===== config.mk =====
export PLATFORM = sky130hd
export DESIGN_NAME = reservoir_input_sequencer
export DESIGN_NICKNAME = d
export VERILOG_FILES = /design/src/rtl/dfr_pkg.sv /design/src/rtl/pipe_delay.sv /design/src/rtl/reservoir_input_sequencer.sv
export SDC_FILE = /design/constraint.sdc
export NUM_CORES = 1
export LEC_CHECK = 0
export CELL_PAD_IN_SITES_DETAIL_PLACEMENT = 1
export CELL_PAD_IN_SITES_GLOBAL_PLACEMENT = 1
export CORE_MARGIN = 2
export CORE_UTILIZATION = 35
export CTS_BUF_LIST = sky130_fd_sc_hd__clkbuf_2
export CTS_CLUSTER_DIAMETER = 80
export DETAILED_ROUTE_END_ITERATION = 16
export HOLD_SLACK_MARGIN = 0.15
export PLACE_DENSITY = 0.86
export SYNTH_ARGS = -nofsm -noshare
export SYNTH_HDL_FRONTEND = slang
export SYNTH_HIERARCHICAL = 1
export SYNTH_SLANG_ARGS = --single-unit

===== constraint.sdc =====
create_clock -name clk -period 4.7 [get_ports clk]
set_input_delay 0.705 -clock clk [delete_from_list [all_inputs] [get_ports clk]]
set_output_delay 0.705 -clock clk [all_outputs]
set_load 0.01 [all_outputs]

===== src/rtl/dfr_pkg.sv =====
// Shared types and helpers for the DFR core front end.
//   seq_state_t : input sequencer FSM states
//   sat_neg     : two's complement negate that saturates the most negative
//                 value of a w-bit word to the most positive one
package dfr_pkg;

  typedef enum logic [2:0] {
    IDLE,
    FETCH,
    LOAD,
    INJECT,
    DRAIN,
    DONE
  } seq_state_t;

  // Operates on a sign-extended 64-bit container so any width up to 64 works;
  // the caller truncates the result back to w bits.
  function automatic logic [63:0] sat_neg(input logic signed [63:0] x,
                                          input int unsigned       w);
    logic signed [63:0] one;
    logic signed [63:0] min_v;
    one   = 64'sd1;
    min_v = -(one <<< (w - 1));
    if (x == min_v) begin
      return (one <<< (w - 1)) - one;
    end
    return -x;
  endfunction

endpackage


===== src/rtl/pipe_delay.sv =====
// Fixed-latency shift register (DEPTH >= 1 stages), cleared by reset.
//   clk, rst : clock, synchronous active-high reset
//   d_i      : input word
//   q_o      : d_i delayed by DEPTH cycles
module pipe_delay #(
  parameter int unsigned DEPTH = 1,
  parameter int unsigned WIDTH = 1
) (
  input  logic             clk,
  input  logic             rst,
  input  logic [WIDTH-1:0] d_i,
  output logic [WIDTH-1:0] q_o
);

  logic [WIDTH-1:0] stage_q [DEPTH];

  always_ff @(posedge clk) begin
    if (rst) begin
      for (int i = 0; i < int'(DEPTH); i++) begin
        stage_q[i] <= '0;
      end
    end else begin
      stage_q[0] <= d_i;
      for (int i = 1; i < int'(DEPTH); i++) begin
        stage_q[i] <= stage_q[i-1];
      end
    end
  end

  assign q_o = stage_q[DEPTH-1];

endmodule


===== src/rtl/reservoir_input_sequencer.sv =====
// Feeds masked input samples into the reservoir and records every reservoir
// output into history memory at sample*VIRTUAL_NODES+node.
//   clk, rst        : clock, synchronous active-high reset
//   start           : run request, accepted only when idle
//   num_samples     : samples per run (latched at start)
//   mask            : per-node sign mask, 1 -> +x, 0 -> -x (latched at start)
//   busy, done      : run in progress / one-cycle completion pulse
//   in_mem_addr     : input memory address; in_mem_dout arrives one cycle later
//   reservoir_din   : masked sample, reservoir_en : reservoir advance strobe
//   reservoir_dout  : reservoir result, valid RES_LATENCY cycles after the strobe
//   hist_addr/din/wen : history memory write port
module reservoir_input_sequencer
  import dfr_pkg::*;
#(
  parameter int unsigned ADDR_WIDTH    = 14,
  parameter int unsigned DATA_WIDTH    = 32,
  parameter int unsigned VIRTUAL_NODES = 10,
  parameter int unsigned RES_LATENCY   = 1
) (
  input  logic                     clk,
  input  logic                     rst,
  input  logic                     start,
  input  logic [ADDR_WIDTH-1:0]    num_samples,
  input  logic [VIRTUAL_NODES-1:0] mask,
  output logic                     busy,
  output logic                     done,
  output logic [ADDR_WIDTH-1:0]    in_mem_addr,
  input  logic [DATA_WIDTH-1:0]    in_mem_dout,
  output logic [DATA_WIDTH-1:0]    reservoir_din,
  output logic                     reservoir_en,
  input  logic [DATA_WIDTH-1:0]    reservoir_dout,
  output logic [ADDR_WIDTH-1:0]    hist_addr,
  output logic [DATA_WIDTH-1:0]    hist_din,
  output logic                     hist_wen
);

  localparam int unsigned NODE_W  = (VIRTUAL_NODES > 1) ? $clog2(VIRTUAL_NODES) : 1;
  localparam int unsigned DRAIN_W = (RES_LATENCY > 1) ? $clog2(RES_LATENCY) : 1;
  localparam logic [NODE_W-1:0]  LAST_NODE  = NODE_W'(VIRTUAL_NODES - 1);
  localparam logic [DRAIN_W-1:0] LAST_DRAIN = DRAIN_W'(RES_LATENCY - 1);

  seq_state_t               state_q, state_d;
  logic [ADDR_WIDTH-1:0]    sample_idx_q, sample_idx_d;
  logic [NODE_W-1:0]        node_idx_q, node_idx_d;
  logic [DRAIN_W-1:0]       drain_cnt_q, drain_cnt_d;
  logic [ADDR_WIDTH-1:0]    num_q, num_d;
  logic [VIRTUAL_NODES-1:0] mask_q, mask_d;
  logic [DATA_WIDTH-1:0]    sample_q, sample_d;
  logic [ADDR_WIDTH-1:0]    in_mem_addr_q, in_mem_addr_d;
  logic                     res_en_q, res_en_d;
  logic [DATA_WIDTH-1:0]    res_din_q, res_din_d;
  logic                     busy_q, busy_d;
  logic                     done_q, done_d;
  logic [ADDR_WIDTH-1:0]    wr_cnt_q, wr_cnt_d;
  logic                     hist_wen_w;

  // Next state, plus outputs registered from the next state so they line up
  // with the state they belong to.
  always_comb begin
    state_d       = state_q;
    sample_idx_d  = sample_idx_q;
    node_idx_d    = node_idx_q;
    drain_cnt_d   = drain_cnt_q;
    num_d         = num_q;
    mask_d        = mask_q;
    sample_d      = sample_q;
    in_mem_addr_d = in_mem_addr_q;
    res_en_d      = 1'b0;
    res_din_d     = '0;
    busy_d        = 1'b0;
    done_d        = 1'b0;
    wr_cnt_d      = hist_wen_w ? wr_cnt_q + ADDR_WIDTH'(1) : wr_cnt_q;

    case (state_q)
      IDLE: begin
        if (start) begin
          num_d        = num_samples;
          mask_d       = mask;
          sample_idx_d = '0;
          node_idx_d   = '0;
          wr_cnt_d     = '0;
          state_d      = (num_samples != '0) ? FETCH : DONE;
        end
      end
      FETCH: state_d = LOAD;
      LOAD: begin
        sample_d   = in_mem_dout;
        node_idx_d = '0;
        state_d    = INJECT;
      end
      INJECT: begin
        if (node_idx_q == LAST_NODE) begin
          node_idx_d = '0;
          if (sample_idx_q == num_q - ADDR_WIDTH'(1)) begin
            drain_cnt_d = '0;
            state_d     = DRAIN;
          end else begin
            sample_idx_d = sample_idx_q + ADDR_WIDTH'(1);
            state_d      = FETCH;
          end
        end else begin
          node_idx_d = node_idx_q + NODE_W'(1);
        end
      end
      DRAIN: begin
        // Wait out the reservoir latency so the last write lands before done.
        if (drain_cnt_q == LAST_DRAIN) begin
          state_d = DONE;
        end else begin
          drain_cnt_d = drain_cnt_q + DRAIN_W'(1);
        end
      end
      DONE: state_d = IDLE;
      default: state_d = IDLE;
    endcase

    if (state_d == FETCH) begin
      in_mem_addr_d = sample_idx_d;
    end
    res_en_d = (state_d == INJECT);
    if (res_en_d) begin
      res_din_d = mask_d[node_idx_d] ? sample_d
                : DATA_WIDTH'(sat_neg(64'(signed'(sample_d)), DATA_WIDTH));
    end
    // An empty run goes straight IDLE -> DONE and never reports busy.
    busy_d = (state_d != IDLE) && !(state_q == IDLE && state_d == DONE);
    done_d = (state_q == DONE);
  end

  // State and output registers.
  always_ff @(posedge clk) begin
    if (rst) begin
      state_q       <= IDLE;
      sample_idx_q  <= '0;
      node_idx_q    <= '0;
      drain_cnt_q   <= '0;
      num_q         <= '0;
      mask_q        <= '0;
      sample_q      <= '0;
      in_mem_addr_q <= '0;
      res_en_q      <= 1'b0;
      res_din_q     <= '0;
      busy_q        <= 1'b0;
      done_q        <= 1'b0;
      wr_cnt_q      <= '0;
    end else begin
      state_q       <= state_d;
      sample_idx_q  <= sample_idx_d;
      node_idx_q    <= node_idx_d;
      drain_cnt_q   <= drain_cnt_d;
      num_q         <= num_d;
      mask_q        <= mask_d;
      sample_q      <= sample_d;
      in_mem_addr_q <= in_mem_addr_d;
      res_en_q      <= res_en_d;
      res_din_q     <= res_din_d;
      busy_q        <= busy_d;
      done_q        <= done_d;
      wr_cnt_q      <= wr_cnt_d;
    end
  end

  // Align the reservoir strobe with the cycle its result is valid.
  pipe_delay #(
    .DEPTH(RES_LATENCY),
    .WIDTH(1)
  ) u_wen_dly (
    .clk(clk),
    .rst(rst),
    .d_i(res_en_q),
    .q_o(hist_wen_w)
  );

  assign busy          = busy_q;
  assign done          = done_q;
  assign in_mem_addr   = in_mem_addr_q;
  assign reservoir_din = res_din_q;
  assign reservoir_en  = res_en_q;
  assign hist_addr     = wr_cnt_q;
  assign hist_wen      = hist_wen_w;
  assign hist_din      = hist_wen_w ? reservoir_dout : '0;

endmodule


; ---- Word level (Yosys, flattened, before mapping)
; Memories as Yosys holds them, arrays and structs flattened.
; Index checks and enable logic that the tools add are counted.
[totals]
ff_bits = 141
mem_bits_rw = 1
inputBits = 91
out_inout_bits = 96
word_cells = 82
memories = 1
[memory_table]
columns = name, words, width, rd, rd_ports_with_merged_regs, wr, line_no
row1 = u_wen_dly.stage_q, 1, 1, 1, 0, 1, pipe_delay.sv:15  ; logic [WIDTH-1:0] stage_q [DEPTH];
[op_classes]
addsub = 6
order_cmp = 1
eq_ne = 13
mux = 36
bitwise = 1
reduce_logical = 11
[op_table]
columns = operator, count
row1 = 32-bit 2-to-1 mux, 5
row2 = 14-bit 2-to-1 mux, 6
row3 = 32-bit equality test (second input constant), 1
row4 = 32-bit negator, 1
row5 = 14-bit by 1-bit adder with 14-bit output (second input constant), 2
row6 = 14-bit one-hot mux with 2 select lines, 1
row7 = 10-bit 2-to-1 mux, 2
row8 = 3-bit 2-to-1 mux, 5
row9 = 3-bit one-hot mux with 5 select lines, 1
row10 = 14-bit equality test, 1
row11 = 14-bit nonzero test, 1
row12 = 14-bit by 1-bit subtractor with 14-bit output (second input constant), 1
row13 = 4-bit one-hot mux with 3 select lines, 1
row14 = 1-bit 2-to-1 mux, 11
row15 = 3-bit by 2-bit equality test with 1-bit output (second input constant), 3
row16 = 3-bit equality test (second input constant), 3
row17 = 4-bit 2-to-1 mux, 2
row18 = 3-bit by 1-bit equality test with 1-bit output (second input constant), 2
row19 = 4-bit by 5-bit less-than comparator with 1-bit output (second input constant), 1
row20 = 4-bit by 1-bit adder with 4-bit output (second input constant), 1
row21 = 1-bit binary-select mux with 4-bit select, 1
row22 = 4-bit equality test (second input constant), 1
row23 = 2-bit != test (second input constant), 2
row24 = 3-bit zero test, 1
row25 = other kinds (11), 12

; ---- Longest topological paths before layout
[logic_depth]
word_depth = 9
depth_mapped = 14
mapped_depth_nobuf = 10

; ---- Cells and area by module
; Netlist, hierarchy kept.
[by_module_without_submodules]
columns = module, n_inst, cells_per_inst, area_per_inst_um2, seq_area_each_um2
row1 = reservoir_input_sequencer, 1, 841, 7021.7, 2802.7
row2 = pipe_delay, 1, 2, 33.8, 20.0

; ---- Worst setup path after synthesis
; No wires, ideal clock.
[synth_timing]
kind = register to register
startpoint = reg state_q[0]
endpoint = reg res_din_q[20], in the netlist reservoir_din[20]
setup_time_ns = 0.060
arrival_time_ns = 3.642
required_ns = 4.640
slack_ns = 0.999
stages_incl_launch_ff = 13
path_buffers = 3
period_less_slack_ns = 3.701
path_cell_list = dfxtp_1 clkbuf_1 nor3b_1 buf_2 buf_2 mux2i_1 ha_1 o221a_2 nand3_1 nor4b_1 nor3_1 o21ai_0 o311a_1
[synth_between]
elab_chain_len = 7
word_cells_on_any_way = 23
classes_between = add/sub: 1 / eq/ne: 6 / mux: 13 / bitwise: 1 / reduce/logical: 2
[synth_lines]
columns = item, line_no
row1 = "start, declared", reservoir_input_sequencer.sv:42  ; seq_state_t state_q, state_d;
row2 = "start signal, assigned", reservoir_input_sequencer.sv:147  ; state_q <= state_d;
row3 = "parallel branches: the longest is 7 deep, another holds 32-bit negator", -
row4 = "end signal, assigned", reservoir_input_sequencer.sv:156  ; res_din_q <= res_din_d;
row5 = "end, declared", reservoir_input_sequencer.sv:51  ; logic [DATA_WIDTH-1:0] res_din_q, res_din_d;
; Several ways; the timed one is not identified. The select of a mux whose other input is x is not followed.
; A chain may end at the register's enable or synchronous reset.

; ---- Worst setup path in the final report
[layout_timing]
startpoint = reg num_q[5]
endpoint = reg in_mem_addr_q[9], in the netlist in_mem_addr[9]
[layout_between]
elab_chain_len = 6
word_cells_on_any_way = 9
classes_between = add/sub: 1 / eq/ne: 2 / mux: 6
[layout_lines]
columns = item, line_no
row1 = "start, declared", reservoir_input_sequencer.sv:46  ; logic [ADDR_WIDTH-1:0] num_q, num_d;
row2 = "start signal, assigned", reservoir_input_sequencer.sv:151  ; num_q <= num_d;
row3 = 14-bit by 1-bit subtractor with 14-bit output *, reservoir_input_sequencer.sv:94  ; if (sample_idx_q == num_q - ADDR_WIDTH'(1)) begin
row4 = 14-bit equality test *, reservoir_input_sequencer.sv:94
row5 = 3-bit 2-to-1 mux, reservoir_input_sequencer.sv:94
row6 = 3-bit 2-to-1 mux, reservoir_input_sequencer.sv:92  ; if (node_idx_q == LAST_NODE) begin
row7 = 3-bit one-hot mux with 5 select lines, reservoir_input_sequencer.sv:74  ; case (state_q)
row8 = 3-bit by 1-bit equality test with 1-bit output, reservoir_input_sequencer.sv:117  ; if (state_d == FETCH) begin
row9 = "end signal, assigned", reservoir_input_sequencer.sv:154  ; in_mem_addr_q <= in_mem_addr_d;
row10 = "end, declared", reservoir_input_sequencer.sv:49  ; logic [ADDR_WIDTH-1:0] in_mem_addr_q, in_mem_addr_d;
; Every way passes the cells marked *; elsewhere a longest branch is shown, timed or not.

==> results by group <==
Critical path
  • Reg2Reg Setup Slack: between 0.7 and 0.8 ns
  • Crit path cell chain: or3_1, or4_4, or4_1, a221o_1, or4_4, nor2_1, o311ai_0, a311oi_1
  • Worst path slowest cell: or4_4
  • Crit path max-delay family: simple AND/OR/NAND/NOR gates
  • Crit. Startpoint: num_q[5]
  • Instance count on the critical path: 8
  • R2R depth: 8
  • Critical R2R Launch: num_q[5]
  • Crit path DAT: roughly 4.7 ns
  • Largest stage delay on the critical path: around 0.58 ns
  • Buf+Inv Stages, Crit Path: 0
  • Most frequent CP cell: or4_4
  • CP Capture Point: in_mem_addr[9]
  • Critical Path RT: around 5.4 ns
  • Crit Path Class: reg -> reg
  • Worst-path fanout max: 11
  • Worst Setup Start Kind: flip-flop
  • Reg2reg end: in_mem_addr[9]
  • Crit. End Element: flip-flop

Yosys
  • Synth Register Bits: ~140
  • Ys flop type: dfxtp_1
  • Post-synthesis adder-cell area fraction: 1.06%
  • Ys Warns: 6
  • Largest family of logic cells by synthesized area: simple AND/OR/NAND/NOR gates
  • Number of synthesized flops with an enable pin: 0
  • Synth Area in Compound Gates: 17.3%
  • Seq/Total Area, Yosys: between 40% and 50%
  • Yosys cell types: 65
  • Synth top area cells: dfxtp_1 40%, mux2i_1 5.5%, nor2_1 5.5%
  • Leading area contributor after synthesis: dfxtp_1
  • Synth Area in Simple Gates: between 20 and 30%
  • Post-synth top area share: around two fifths
  • Synthesized instance count: ~840
  • Mapped Avg Cell Area: between 8 and 9 sq um
  • Mux contribution to synthesized area: approximately 6.3%
  • Synth Area in XOR/XNOR: 3.10%
  • Syn_nets: 940
  • Post-synth ARST share: 0%
  • Synth Cell Area: between 0.007 and 0.008 sq mm

Routing
  • Drt pass-1 iters: 5
  • Per-cell routed wire length: about 17 microns
  • DRC viols: 0
  • Vias: 6873
  • Via/cell ratio: roughly 5.3
  • ANT nets after route: 0
  • Drt total wl: 22300 microns
  • Initial DRC Count: 330

Timing
  • Final setup vio count: 0
  • Fmax: ~250 MHz
  • Final hold slack: around 0.24 ns
  • Fin crit period: ~4.0 ns
  • Measured slew at the worst slew-check pin: around 1 ns
  • RSZ-0062 raised after global routing: no
  • Total negative slack: 0 ns
  • Final Cycle Share: between 80% and 90%
  • Clock Skews: 0.0517 ns
  • Worst slew margin: between 30% and 40%
  • Final hold viol count: 0
  • Pins Over Slew Limit: 0

GRT
  • Vias in the first global route: 6986
  • Initial antenna violation count: 1
  • Total GRT Usage: 21.0%
  • Largest net degree at the start of global routing: a little under 80
  • First-pass GRT wire length: 36300 microns
  • Total global routing overflow: 0

Flow run
  • Max Cap Viol: 0

Clocking
  • Post-CTS Resized: 0
  • Post-CTS setup buffer count: 0
  • CTS Sinks: 141
  • CTS H-tree depth: 4
  • CTS max path bufs: 2
  • CTS tree: yes
  • Worst-path clk slew: 0.23 ns
  • Hold_buf cts: 0
  • Clock Latency Late Sink: between 0.7 and 0.8 ns
  • TritonCTS Buffers: 17
  • CTS root buf: clkbuf_2

Placement
  • IO Port Bufs: ~190
  • HPWL Detailed: roughly 16000 microns
  • Final GP Congestion: 0.803

Pwr
  • Final Power: 2.78 mW
  • VDD IR max: between 0.15 and 0.2 mV
  • Cell Pwr Density: 295 mW/mm^2
  • Leak pwr: 3.46 nW

Floorplanning
  • Initial core utilization: 35.9%
  • Core footprint: between 0.015 and 0.02 sq mm
  • Die Span Y: about 150 microns
  • Die Wd: ~150 microns
  • Number of core rows: 51
  • Die Area: 0.0213 sq mm
  • IO Count: roughly 190

Run status
  • Outcome: finished clean

Cells and area
  • Layout fillers: about 2400
  • Share of cells above drive strength 1: between 6 and 7%
  • Commonest non-fill, non-tap cell in the layout: clkdlybuf4s50_1
  • Nets: around 1100
  • Most frequent cells in the layout: 185 x clkdlybuf4s50_1, 141 x dfxtp_1, 104 x nor2_1
  • Area delta synth->final: 33.4%

Min path
  • Min-Delay Startpoint: rst
  • Hold Crit Class: in -> reg
## per-stage QoR
step           instance area [sq um]  setup WS (ns)  util (%)  instances
6_report                        9410          0.723      47.9       1286
5_1_grt                         9410          0.502      47.9       1286
4_1_cts                         9410          0.734      47.9       1285
3_5_place_dp                    9150          0.696      46.6       1253
3_3_place_gp                    9150          0.847      46.6       1253
2_1_floorplan                   7060          0.999         -        843
## kinds of logic (layout without fill, tap and decap cells)
family          Yosys count  after routing
buf+inv                  70            247
compound gates          177            177
fa+ha+maj                 6              6
flops                   141            141
simple gates            380            380
mux                      44             44
xor+xnor                 25             25
other cells               0              1
## cell usage after synthesis, types with 8 or more instances
cell type and n:
o21ai_0 41, xor2_1 12, a311oi_1 9, o211ai_1 8, nor2_1 104, nor4_1 8
nor2b_1 16, clkbuf_1 40, and2_1 37, mux2i_1 39, dfxtp_1 141, inv_1 17
or3_1 17, xnor2_1 13, nand3_1 18, a21oi_1 51, nand2_1 87, o311a_1 25
nor3_1 25, and3_1 10
## worst min path at each step
stage | endpoint | slack, ns | depth (start not counted)
global placement | mask_q[0] | 0.44 | 2
detailed placement | mask_q[8] | 0.45 | 2
finish | in_mem_addr[6] | 0.24 | 2
CTS | num_q[13] | 0.19 | 2
global route | in_mem_addr[0] | 0.17 | 2
floorplan | mask_q[9] | 0.43 | 2
## per-layer routing
layer	part of all wire (%)	up-vias	wire length (microns)	global-route usage (%)
met5	0	-	0	0
met2	50	138	11200	37.0
li1	-	3353	-	-
met1	45	3358	10000	26.1
met3	3.5	24	771	4.04
met4	1.2	0	269	5.87
## power breakdown
part	total, mW	internal, mW	switching [mW]
clock network	0.778	0.263	0.515
logic	0.694	0.325	0.369
registers	1.31	1.26	0.0465
## cell type report
class                      instances  area, sq um  area share [%]
timing repair buffer             198         1970            21.0
antenna                            1         2.50          0.0266
sequential                       141         2820            30.0
inverter                          17         63.8           0.678
clock buffer                      17         85.1           0.904
tap                              265          332            3.52
clock inverter                    15          170            1.81
multi-input combinational        632         3960            42.1
## sequential cells by signal, summed over array words and instances, names as in the netlist
register / cells
state_q: 3
sample_q: 32
in_mem_addr: 14
num_q: 14
reservoir_din: 32
u_wen_dly/stage_q: 1
sample_idx_q: 14
busy: 1
done: 1
hist_addr: 14
node_idx_q: 4
reservoir_en: 1
mask_q: 10
(Power assumes the default switching activity.)
